--- config.mk ---
export PLATFORM = sky130hd
export DESIGN_NAME = periph_timer
export DESIGN_NICKNAME = d
export VERILOG_FILES = /design/src/rtl/periph_timer_pkg.sv /design/src/rtl/tmr_prescaler.sv /design/src/rtl/periph_timer.sv
export SDC_FILE = /design/constraint.sdc
export NUM_CORES = 1
export LEC_CHECK = 0
export CAP_MARGIN = 20
export CORE_ASPECT_RATIO = 1.1
export CORE_MARGIN = 3
export CORE_UTILIZATION = 30
export DETAILED_ROUTE_END_ITERATION = 6
export PLACE_DENSITY = 0.46
export SLEW_MARGIN = 20
export SYNTH_ARGS = -nofsm -noshare
export SYNTH_HDL_FRONTEND = slang
export SYNTH_SLANG_ARGS = --single-unit
--- constraint.sdc ---
create_clock -name clk_ip -period 2.2 [get_ports clk_ip]
set_clock_uncertainty 0.1 [all_clocks]
set_input_delay 0.44 -clock clk_ip [delete_from_list [all_inputs] [get_ports clk_ip]]
set_output_delay 0.44 -clock clk_ip [all_outputs]
set_load 0.05 [all_outputs]
--- src/rtl/periph_timer_pkg.sv ---
// Shared definitions for periph_timer: register offsets, CTRL/STAT field positions and reset values.
package periph_timer_pkg;

  localparam int REG_OFF_W  = 3;
  localparam int PSEL_W     = 3;
  localparam int PRESCALE_W = 7;

  typedef enum logic [REG_OFF_W-1:0] {
    OFF_CTRL   = 3'd0,
    OFF_STAT   = 3'd1,
    OFF_CNT    = 3'd2,
    OFF_PERIOD = 3'd3,
    OFF_CAP    = 3'd4
  } reg_off_e;

  // CTRL field positions
  localparam int CTRL_EN       = 0;
  localparam int CTRL_IE       = 1;
  localparam int CTRL_AUTO     = 2;
  localparam int CTRL_PSEL_LSB = 3;
  localparam int CTRL_CIE      = 6;

  // STAT field positions
  localparam int STAT_OVF  = 0;
  localparam int STAT_RUN  = 1;
  localparam int STAT_CAPF = 2;

  localparam logic [7:0]            CNT_RESET      = 8'h00;
  localparam logic [7:0]            CAP_RESET      = 8'h00;
  localparam logic [PSEL_W-1:0]     PSEL_RESET     = '0;
  localparam logic [PRESCALE_W-1:0] PRESCALE_RESET = '0;

  // Low-bit mask whose all-ones pattern marks a tick: divide ratio 2^psel.
  function automatic logic [PRESCALE_W-1:0] psel_mask(input logic [PSEL_W-1:0] psel);
    return PRESCALE_W'((8'd1 << psel) - 8'd1);
  endfunction

endpackage

--- src/rtl/tmr_prescaler.sv ---
// Free-running 7-bit prescaler for periph_timer; emits a tick every 2^psel enabled cycles.
module tmr_prescaler
  import periph_timer_pkg::*;
(
  input  logic              clk_ip,
  input  logic              reset_n_ip,
  input  logic              enable,
  input  logic              clear,
  input  logic [PSEL_W-1:0] psel,
  output logic              tick
);

  logic [PRESCALE_W-1:0] count_q;
  logic [PRESCALE_W-1:0] mask;

  // NOTE: sequential state uses non-blocking (<=) so every flop samples pre-edge values.
  always_ff @(posedge clk_ip or negedge reset_n_ip) begin
    if (!reset_n_ip) begin
      count_q <= PRESCALE_RESET;
    end else if (clear) begin
      count_q <= PRESCALE_RESET;
    end else if (enable) begin
      count_q <= count_q + 1'b1;
    end
  end

  assign mask = psel_mask(psel);
  assign tick = enable && ((count_q & mask) == mask);

endmodule

--- src/rtl/periph_timer.sv ---
// 8-bit bus-mapped timer/counter with overflow interrupt.
// Define TMR_CAPTURE_EN to add the cap_ip input-capture channel (CAP register, CAPF flag, CIE enable).
module periph_timer
  import periph_timer_pkg::*;
#(
  parameter logic [7:0] BASE_ADDR    = 8'h10,
  parameter logic [7:0] RESET_PERIOD = 8'hFF
) (
  input  logic       clk_ip,
  input  logic       reset_n_ip,
  input  logic [7:0] addr_ip,
  input  logic [7:0] data_ip,
  output logic [7:0] data_op,
  input  logic       wr_en_ip,
  input  logic       rd_en_ip,
`ifdef TMR_CAPTURE_EN
  input  logic       cap_ip,
`endif
  output logic       irq_op
);

`ifdef TMR_CAPTURE_EN
  localparam int WIN_AW = 3;
`else
  localparam int WIN_AW = 2;
`endif

  logic     sel;
  reg_off_e off;
  logic     wr_sel, wr_ctrl, wr_stat, wr_cnt, wr_period;

  assign sel = (addr_ip[7:WIN_AW] == BASE_ADDR[7:WIN_AW]);
  assign off = reg_off_e'(REG_OFF_W'(addr_ip[WIN_AW-1:0]));

  assign wr_sel    = sel & wr_en_ip;
  assign wr_ctrl   = wr_sel && (off == OFF_CTRL);
  assign wr_stat   = wr_sel && (off == OFF_STAT);
  assign wr_cnt    = wr_sel && (off == OFF_CNT);
  assign wr_period = wr_sel && (off == OFF_PERIOD);

  logic              en_q, ie_q, auto_q;
  logic [PSEL_W-1:0] psel_q;
  logic [7:0]        cnt_q, cnt_d, period_q;
  logic              ovf_q, irq_q;
  logic              tick, count_tick;
  logic              ovf_set, oneshot_stop;
  logic              cie_q, capf_q;
  logic [7:0]        cap_q;

  tmr_prescaler u_prescaler (
    .clk_ip     (clk_ip),
    .reset_n_ip (reset_n_ip),
    .enable     (en_q),
    .clear      (wr_ctrl),
    .psel       (psel_q),
    .tick       (tick)
  );

  // A CTRL write that clears EN takes effect on this very edge: the pending tick is dropped.
  assign count_tick = tick & ~(wr_ctrl & ~data_ip[CTRL_EN]);

  // NOTE: every output of a combinational block gets a default first, so no path infers a latch.
  always_comb begin
    cnt_d        = cnt_q;
    ovf_set      = 1'b0;
    oneshot_stop = 1'b0;
    if (wr_cnt) begin
      cnt_d = data_ip;
    end else if (count_tick) begin
      if (cnt_q == period_q) begin
        cnt_d        = CNT_RESET;
        ovf_set      = 1'b1;
        oneshot_stop = ~auto_q;
      end else begin
        cnt_d = cnt_q + 8'd1;
      end
    end
  end

  always_ff @(posedge clk_ip or negedge reset_n_ip) begin
    if (!reset_n_ip) begin
      en_q   <= 1'b0;
      ie_q   <= 1'b0;
      auto_q <= 1'b0;
      psel_q <= PSEL_RESET;
    end else if (wr_ctrl) begin
      en_q   <= data_ip[CTRL_EN];
      ie_q   <= data_ip[CTRL_IE];
      auto_q <= data_ip[CTRL_AUTO];
      psel_q <= data_ip[CTRL_PSEL_LSB +: PSEL_W];
    end else if (oneshot_stop) begin
      en_q <= 1'b0;
    end
  end

  // OVF set has priority over a same-cycle write-1-to-clear.
  always_ff @(posedge clk_ip or negedge reset_n_ip) begin
    if (!reset_n_ip) begin
      cnt_q    <= CNT_RESET;
      period_q <= RESET_PERIOD;
      ovf_q    <= 1'b0;
      irq_q    <= 1'b0;
    end else begin
      cnt_q <= cnt_d;
      if (wr_period) begin
        period_q <= data_ip;
      end
      ovf_q <= ovf_set | (ovf_q & ~(wr_stat & data_ip[STAT_OVF]));
      irq_q <= (ovf_q & ie_q) | (capf_q & cie_q);
    end
  end

`ifdef TMR_CAPTURE_EN
  logic [2:0] cap_sync_q;
  logic       cap_edge;

  // Stages 0/1 synchronise cap_ip; stage 2 holds the previous synchronised level for edge detect.
  assign cap_edge = cap_sync_q[1] & ~cap_sync_q[2];

  always_ff @(posedge clk_ip or negedge reset_n_ip) begin
    if (!reset_n_ip) begin
      cap_sync_q <= 3'b000;
      cap_q      <= CAP_RESET;
      capf_q     <= 1'b0;
      cie_q      <= 1'b0;
    end else begin
      cap_sync_q <= {cap_sync_q[1:0], cap_ip};
      if (cap_edge) begin
        cap_q <= cnt_q;
      end
      capf_q <= cap_edge | (capf_q & ~(wr_stat & data_ip[STAT_CAPF]));
      if (wr_ctrl) begin
        cie_q <= data_ip[CTRL_CIE];
      end
    end
  end
`else
  assign cie_q  = 1'b0;
  assign capf_q = 1'b0;
  assign cap_q  = CAP_RESET;
`endif

  logic [7:0] ctrl_rd, stat_rd, rd_data;

  always_comb begin
    ctrl_rd                                 = '0;
    ctrl_rd[CTRL_EN]                        = en_q;
    ctrl_rd[CTRL_IE]                        = ie_q;
    ctrl_rd[CTRL_AUTO]                      = auto_q;
    ctrl_rd[CTRL_PSEL_LSB +: PSEL_W]        = psel_q;
    ctrl_rd[CTRL_CIE]                       = cie_q;
    stat_rd                                 = '0;
    stat_rd[STAT_OVF]                       = ovf_q;
    stat_rd[STAT_RUN]                       = en_q;
    stat_rd[STAT_CAPF]                      = capf_q;
    case (off)
      OFF_CTRL:   rd_data = ctrl_rd;
      OFF_STAT:   rd_data = stat_rd;
      OFF_CNT:    rd_data = cnt_q;
      OFF_PERIOD: rd_data = period_q;
      OFF_CAP:    rd_data = cap_q;
      default:    rd_data = 8'h00;
    endcase
  end

  // Unselected reads return zero so peripheral read buses can be OR-combined.
  assign data_op = (sel & rd_en_ip) ? rd_data : 8'h00;
  assign irq_op  = irq_q;

endmodule

; After elaboration in Yosys (flattened, before gate mapping)
; Index checks and enable logic that the tools add are counted.
[word_totals]
ff_bits = 31
[op_classes]
add_sub_neg = 3
eq_ne = 6
shift = 1
mux = 15
bitwise_logic = 13
reduce_logical = 9
[op_table]
columns = cell, count
row1 = two-way mux 8 bit, 4
row2 = case mux 8 bit (4 select lines), 1
row3 = two-way mux 7 bit, 2
row4 = adder 8 x 1 -> 8 bit (second input constant), 1
row5 = equality test 8 bit, 1
row6 = two-way mux 1 bit, 8
row7 = adder 7 x 1 -> 7 bit (second input constant), 1
row8 = AND 1 bit, 7
row9 = AND 7 bit, 1
row10 = equality test 7 bit, 1
row11 = left shift 1 x 3 -> 7 bit (first input constant), 1
row12 = subtractor 7 x 1 -> 7 bit (second input constant), 1
row13 = equality test 6 x 3 -> 1 bit (second input constant), 1
row14 = nonzero test 2 bit, 3
row15 = logical AND 1 bit, 5
row16 = equality test 2 bit (second input constant), 2
row17 = inverter 1 bit, 4
row18 = logical NOT 3 bit, 1
row19 = equality test 2 x 1 -> 1 bit (second input constant), 1
row20 = OR 1 bit, 1

; Depth between registers and ports, before layout
; Gate-level depths: netlist of run 1.
[depth]
ltp_word = 10
mapped_depth = 7

; Modules after synthesis
; Synthesis of run 1 repeated with hierarchy kept, for this count alone.
[hier_totals]
cells_unflattened = 188
area_unflattened_um2 = 1921.8
[by_module_without_submodules]
columns = module, instances, cells_per_inst, area_per_inst_um2, seq_area_each_um2
row1 = periph_timer, 1, 148, 1549.0, 610.6
row2 = tmr_prescaler, 1, 40, 372.9, 175.2

; Least setup slack after synthesis of run 1
; OpenSTA, ideal clock, no wires.
[synth_path]
path_type = input-to-output
startpoint = input addr_ip[5]
endpoint = output data_op[2]
arrival_ns = 1.868
t_required_ns = 1.660
path_slack_ns = -0.208
stages = 4
path_buffers = 0
cell_sequence = nor4b_4 -> nor3b_4 -> nand2_1 -> nor2_1
[synth_via]
elab_chain_cells = 3
[synth_rtl]
columns = item, line
row1 = "start, declared", periph_timer.sv:11  ; input logic [7:0] addr_ip,
row2 = equality test 6 x 3 -> 1 bit, periph_timer.sv:32  ; assign sel = (addr_ip[7:WIN_AW] == BASE_ADDR[7:WIN_AW]);
row3 = AND 1 bit, periph_timer.sv:167  ; assign data_op = (sel & rd_en_ip) ? rd_data : 8'h00;
row4 = two-way mux 8 bit, periph_timer.sv:167
row5 = "end, declared", periph_timer.sv:13  ; output logic [7:0] data_op,
; No other way between the ends.

; Worst setup path in the final report of run 1
[layout_path]
startpoint = input addr_ip[2]
endpoint = output data_op[6]
; The elaborated chain is that of the path after synthesis.

==> flow_summary.json, run 1 <==
{
  "endpoint_kind": "output pin",
  "synth_warnings": 0,
  "synth_edf_count": 0,
  "worstSetupPathType": "in2out",
  "rsz0062_at_grt": "yes",
  "required_ns": 1.66,
  "final_common_cell": "buf_4",
  "drt-total-wl_um": 5550,
  "core_area_um2": 6340,
  "critPathArrivalTime_ns": 1.61,
  "grt_max_degree": 32,
  "synth-xor-area-share_pct": 6.07,
  "setup_tns_ns": 0,
  "fin_nets": 276,
  "pwr-share-clk_pct": 28.6,
  "num_vias": 1718,
  "antenna_found_initial": 0,
  "fin_ws_ns": 0.0531,
  "synthMuxAreaShare_pct": 13.4,
  "numCtsBuffers": 5,
  "route.antenna.remaining_nets": 0,
  "crit_top_cell": "buf_6",
  "max_stage_delay_ns": 0.28,
  "crit_chain": "buf_6 > nor4b_4 > nor3b_4 > buf_6 > nand3_4 > nor2_4 > buf_12",
  "cts_tree": "yes",
  "place_area_um2": 2620,
  "r2r_slack_ns": 0.20,
  "grt_pass1_vias": 1746,
  "clk_latency_ns": 0.29,
  "power-per-cell-area_nw_per_um2": 732,
  "cap_violations": 0,
  "nFillCells": 611,
  "hold_class": "reg2reg",
  "path_buf_inv": 3,
  "cts_buffer_depth": 2,
  "cp_max_fo": 5,
  "yosysSeqAreaShare_pct": 38.9,
  "yosysTopAreaCell": "dfrtp_1",
  "grt_overflow": 0,
  "drt_iter0_drc": 80,
  "irDropWorstVdd_uv": 389,
  "synth_compound_area_share_pct": 14.9,
  "clock-sinks": 31,
  "p_int_mw": 1.38,
  "max_freq_ghz": 0.466,
  "crit_family": "simple AND/OR/NAND/NOR gates",
  "clkTransAtPathRegs_ns": 0.08,
  "final_util_pct": 45.4,
  "netlist_area_um2": 2020,
  "place.gp.congestion": 0.769,
  "dr.pass1.iters": 4,
  "layout_min_cycle_time_ns": 2.15,
  "ioPinCount": 29,
  "syn_avg_cell_area_um2": 10.4,
  "cts.htree.levels": 2,
  "vias_per_cell": 5.13,
  "final-max-slew-violation-count": 0,
  "area.growth.synth_to_final_pct": 42.6,
  "synthAdderAreaFrac_pct": 1.24,
  "die_w_um": 84.3,
  "die_h_um": 92.1,
  "portBuffers": 28,
  "seq_power_share_pct": 38.6,
  "layout_worst_path_cycle_share_pct": 97.6,
  "hold_viol_final": 0,
  "synth_top_family_by_area": "simple AND/OR/NAND/NOR gates",
  "num_rows": 30,
  "critical_path_depth": 7,
  "relSlewSlack_pct": 67.2,
  "synthTopCellsByArea": "dfrtp_1 (28%), dfstp_2 (10%), mux2_2 (8.9%)",
  "setup.worst_path.start_class": "input port",
  "worstMarginPinSlew_ns": 0.491,
  "cts_hold_buf": 0,
  "layout-drive-gt1-share_pct": 41.2,
  "grt.total_usage_pct": 14.9,
  "initial_core_util_pct": 31.9,
  "synthFlopType": "dfrtp_1",
  "grt_pass1_wl_um": 9170,
  "slowest_stage": "nor4b_4",
  "layout_common_cells": "buf_4 (31), dfrtp_1 (22), nor2_1 (19), mux2_2 (16), nand2_1 (14)",
  "power_mw": 2.11,
  "synth_top_area_share_pct": 28.5,
  "fp.dieArea_um2": 7760,
  "r2r_cells": 6,
  "finalInstanceArea_um2": 2880,
  "setup_violations": 0,
  "syn-num-nets": 216,
  "synth_cell_type_count": 49,
  "routedWlPerCell_um": 16.6,
  "diodes": 0,
  "syn_inst": 194,
  "whs_ns": 0.427,
  "postSynth.asyncResetShare_pct": 100,
  "hpwl_um": 4150,
  "place_ws_ns": -0.428,
  "synth_seq_cells": 31,
  "instances_no_fill": 335,
  "dp.cells": 321,
  "combPwrFrac_pct": 32.9,
  "switching_share_pct": 34.4,
  "p_leak_nw": 1.24,
  "drc": 0,
  "p_switching_uw": 725,
  "cts-root-buf": "clkbuf_8",
  "synth-simple-area-share_pct": 22.6,
  "hold_depth": 2,
  "status": "finished clean"
}
-- state kept, by name (all words and copies together), names as in the netlist --
name / count
u_prescaler.count_q: 7
irq_op: 1
ie_q: 1
auto_q: 1
psel_q: 3
cnt_q: 8
ovf_q: 1
period_q: 8
en_q: 1
-- worst paths after layout --
| kind | end | from |
|---|---|---|
| setup / recovery | data_op[6] | addr_ip[2] |
| hold / removal | ovf_q$_DFF_PN0_ | ovf_q$_DFF_PN0_ |
| setup reg to reg | cnt_q[1]$_DFFE_PN0P_ | psel_q[0]$_DFFE_PN0N_ |
| hold reg to reg | ovf_q$_DFF_PN0_ | ovf_q$_DFF_PN0_ |
| max in group asynchronous | period_q[0]$_DFFE_PN1P_ | reset_n_ip |
| min in group asynchronous | ovf_q$_DFF_PN0_ | reset_n_ip |
-- power by group through the flow --
stage | combinational (mW) | clock, mW | sequential [mW]
CTS | 0.659 | 0.614 | 0.815
floorplan | 0.435 | 0 | 0.796
finish | 0.693 | 0.603 | 0.813
global route | 0.776 | 0.639 | 0.830
global placement | 0.647 | 0 | 0.820
detailed placement | 0.649 | 0 | 0.826
-- cell families after synthesis --
group | count (synthesis)
compound gates | 38
xor+xnor | 14
fa+ha+maj | 2
buf+inv | 10
flops | 31
mux | 22
simple gates | 77
-- layer usage --
metal	wire [µm]	share of wire, %	vias up	GRT usage [%]
li1	-	-	840	-
met1	2580	46	846	19.4
met2	2730	49	27	24.9
met3	186	3.4	5	3.59
met4	50	0.90	0	3.22
met5	0	0	-	0
-- tightest hold or removal path, cell delays in order, from the launching register on --
cell     delay (ns)
dfrtp_1        0.38
nand2_1        0.06
o31ai_1        0.05
-- repair_timing --
item | 4_1_cts | 5_1_grt
resized for setup | 40 | 10
hold endpoints to repair | 0 | 0
pin swaps | 6 | 6
setup endpoints to repair | 16 | 11
buffers inserted | 1 | 5
gates cloned | 0 | 0
-- synth_stat cells, drive strengths merged, types with 3 or more instances --
library cell,count
nor2,26
dfrtp,23
mux2,17
nand2,15
xor2,11
dfstp,8
nand4,8
nand3,7
o31ai,7
a21oi,6
buf,6
and3,5
nor2b,5
a22oi,4
a31oi,4
a21boi,3
and2,3
clkbuf,3
mux2i,3
xnor2,3
-- cell type report --
class,instances,area [µm²],area share [%]
Multi-Input combinational cell,153,1260,43.8
Sequential cell,31,787,27.3
Timing Repair Buffer,62,611,21.2
Tap cell,80,100,3.47
Clock buffer,6,82.6,2.87
Clock inverter,2,35.0,1.22
Inverter,1,3.75,0.130
Power figures use the tool's default switching activity.
==> run 2, diff against run 1 <==
Settings changed: CTS_BUF_LIST set to sky130_fd_sc_hd__clkbuf_8, CTS_CLUSTER_SIZE set to 28, GPL_TIMING_DRIVEN set to 0.
==> run 2 against run 1 <==
  * First-iteration DRC count shrank 38%
  * Routed wire length decreased by 0.63%
  * Maximum frequency down 1.6%
  * Clock-buffer cell count unchanged
  * Register-to-register slack got worse by 0.02 ns
  * Power shrank 7.0%
  * Critical path depth unchanged
  * Worst hold slack improved by 0.013 ns
  * Critical endpoint is now data_op[5]
  * Critical path type unchanged
  * Worst setup slack worse by 0.035 ns
  * Combinational power fell by 5.9%
  * Sequential share of layout area rose by 1.7 points
==> flow_summary.json, run 2 (synthesis results as in run 1) <==
{
  "layout_min_cycle_time_ns": 2.18,
  "portBuffers": 27,
  "whs_ns": 0.440,
  "worstMarginPinSlew_ns": 0.798,
  "grt.total_usage_pct": 14.8,
  "place.gp.congestion": 0.794,
  "place_ws_ns": -1.26,
  "nFillCells": 629,
  "critPathArrivalTime_ns": 1.64,
  "antenna_found_initial": 0,
  "power-per-cell-area_nw_per_um2": 721,
  "worstSetupPathType": "in2out",
  "setup_tns_ns": 0,
  "cts_buffer_depth": 2,
  "hold_class": "reg2reg",
  "slowest_stage": "nor3b_4",
  "fin_nets": 261,
  "dr.pass1.iters": 4,
  "max_stage_delay_ns": 0.30,
  "ioPinCount": 29,
  "num_vias": 1704,
  "cts-root-buf": "clkbuf_8",
  "cp_max_fo": 4,
  "status": "finished clean",
  "core_area_um2": 6340,
  "irDropWorstVdd_uv": 462,
  "drt_iter0_drc": 50,
  "area.growth.synth_to_final_pct": 34.6,
  "route.antenna.remaining_nets": 0,
  "setup.worst_path.start_class": "input port",
  "crit_chain": "buf_6 > nor4b_4 > nor3b_4 > buf_6 > nand2_8 > nor2_4 > buf_8",
  "clk_latency_ns": 0.29,
  "die_w_um": 84.3,
  "cts_tree": "yes",
  "clkTransAtPathRegs_ns": 0.07,
  "hold_viol_final": 0,
  "clock-sinks": 31,
  "largestRegisters": "cnt_q x8, period_q x8, u_prescaler.count_q x7",
  "fp.dieArea_um2": 7760,
  "required_ns": 1.66,
  "grt_overflow": 0,
  "final_util_pct": 42.9,
  "max_freq_ghz": 0.458,
  "layout_worst_path_cycle_share_pct": 99.2,
  "layout_common_cells": "nor2_1 (20), dfrtp_1 (20), mux2_2 (16), nand2_1 (13), clkdlybuf4s50_1 (11)",
  "setup_violations": 0,
  "num_rows": 30,
  "grt_pass1_vias": 1692,
  "layout-drive-gt1-share_pct": 39.6,
  "grt_pass1_wl_um": 9050,
  "final-max-slew-violation-count": 0,
  "relSlewSlack_pct": 46.2,
  "numCtsBuffers": 5,
  "endpoint_kind": "output pin",
  "rsz0062_at_grt": "yes",
  "die_h_um": 92.1,
  "vias_per_cell": 5.33,
  "cap_violations": 0,
  "hpwl_um": 3890,
  "p_leak_nw": 1.14,
  "fin_ws_ns": 0.0179,
  "cts.htree.levels": 2,
  "routedWlPerCell_um": 17.2,
  "drt-total-wl_um": 5510,
  "grt_max_degree": 24,
  "drc": 0,
  "crit_top_cell": "buf_6",
  "diodes": 0,
  "initial_core_util_pct": 31.9
}
[run 2: routing by layer]
layer | share of wire (%) | vias up | track usage, %
met2 | 51 | 21 | 24.7
met4 | 1.1 | 0 | 4.02
met5 | 0 | - | 0
met3 | 2.5 | 5 | 2.96
li1 | - | 810 | -
met1 | 45 | 868 | 19.3
[run 2: what timing repair did]
action	in CTS	in global routing
pin swaps	6	3
hold endpoints to repair	8	0
hold buffers	1	0
setup endpoints to repair	25	16
resized for setup	92	21
cloned	0	1
buffers inserted	5	4
[run 2: stage by stage]
stage          std cells  instance area (µm²)  power, mW
6_report             320                 2720       1.96
5_1_grt              320                 2720       2.10
4_1_cts              315                 2610       1.92
3_5_place_dp         302                 2410       1.42
3_3_place_gp         301                 2390       1.42
2_1_floorplan        194                 2020       1.23
[run 2: worst max-delay path, delay by kind of cell]
family / cells / cell delay, ns
simple gates: 4 / 0.78
buf+inv: 3 / 0.41
[run 2: final cells by class]
cell class	instances	area [µm²]	share of cell area, %
clock inverter	2	8.76	0.322
timing repair buffer	38	374	13.8
buffer	8	62.6	2.30
sequential	31	790	29.0
clock buffer	6	82.6	3.04
inverter	1	3.75	0.138
tap	80	100	3.68
multi-input combinational	154	1300	47.7
[run 2: final timing paths]
check / startpoint / endpoint / slack [ns] / cells after the start
setup / recovery: addr_ip[2] / data_op[5] / 0.02 / 7
hold / removal: ie_q$_DFFE_PN0N_ / irq_op$_DFF_PN0_ / 0.44 / 1
setup reg to reg: period_q[2]$_DFFE_PN1P_ / cnt_q[4]$_DFFE_PN0P_ / 0.18 / 5
hold reg to reg: ie_q$_DFFE_PN0N_ / irq_op$_DFF_PN0_ / 0.44 / 1
max in group asynchronous: reset_n_ip / period_q[1]$_DFFE_PN1P_ / 1.07 / 3
min in group asynchronous: reset_n_ip / u_prescaler.count_q[5]$_DFFE_PN0P_ / 0.45 / 2
[run 2: where the power goes]
part	internal [mW]	leakage, nW	switching [mW]	total, mW
Combinational	0.302	0.713	0.351	0.652
Clock	0.248	0.0524	0.226	0.474
Sequential	0.690	0.371	0.145	0.834
Total	1.24	1.14	0.722	1.96
==> run 3, diff against run 2 <==
Settings changed: CTS_CLUSTER_DIAMETER set to 100.
==> results of run 3 <==
Same layout as run 2: the final DEF is identical, and so are final timing and power.
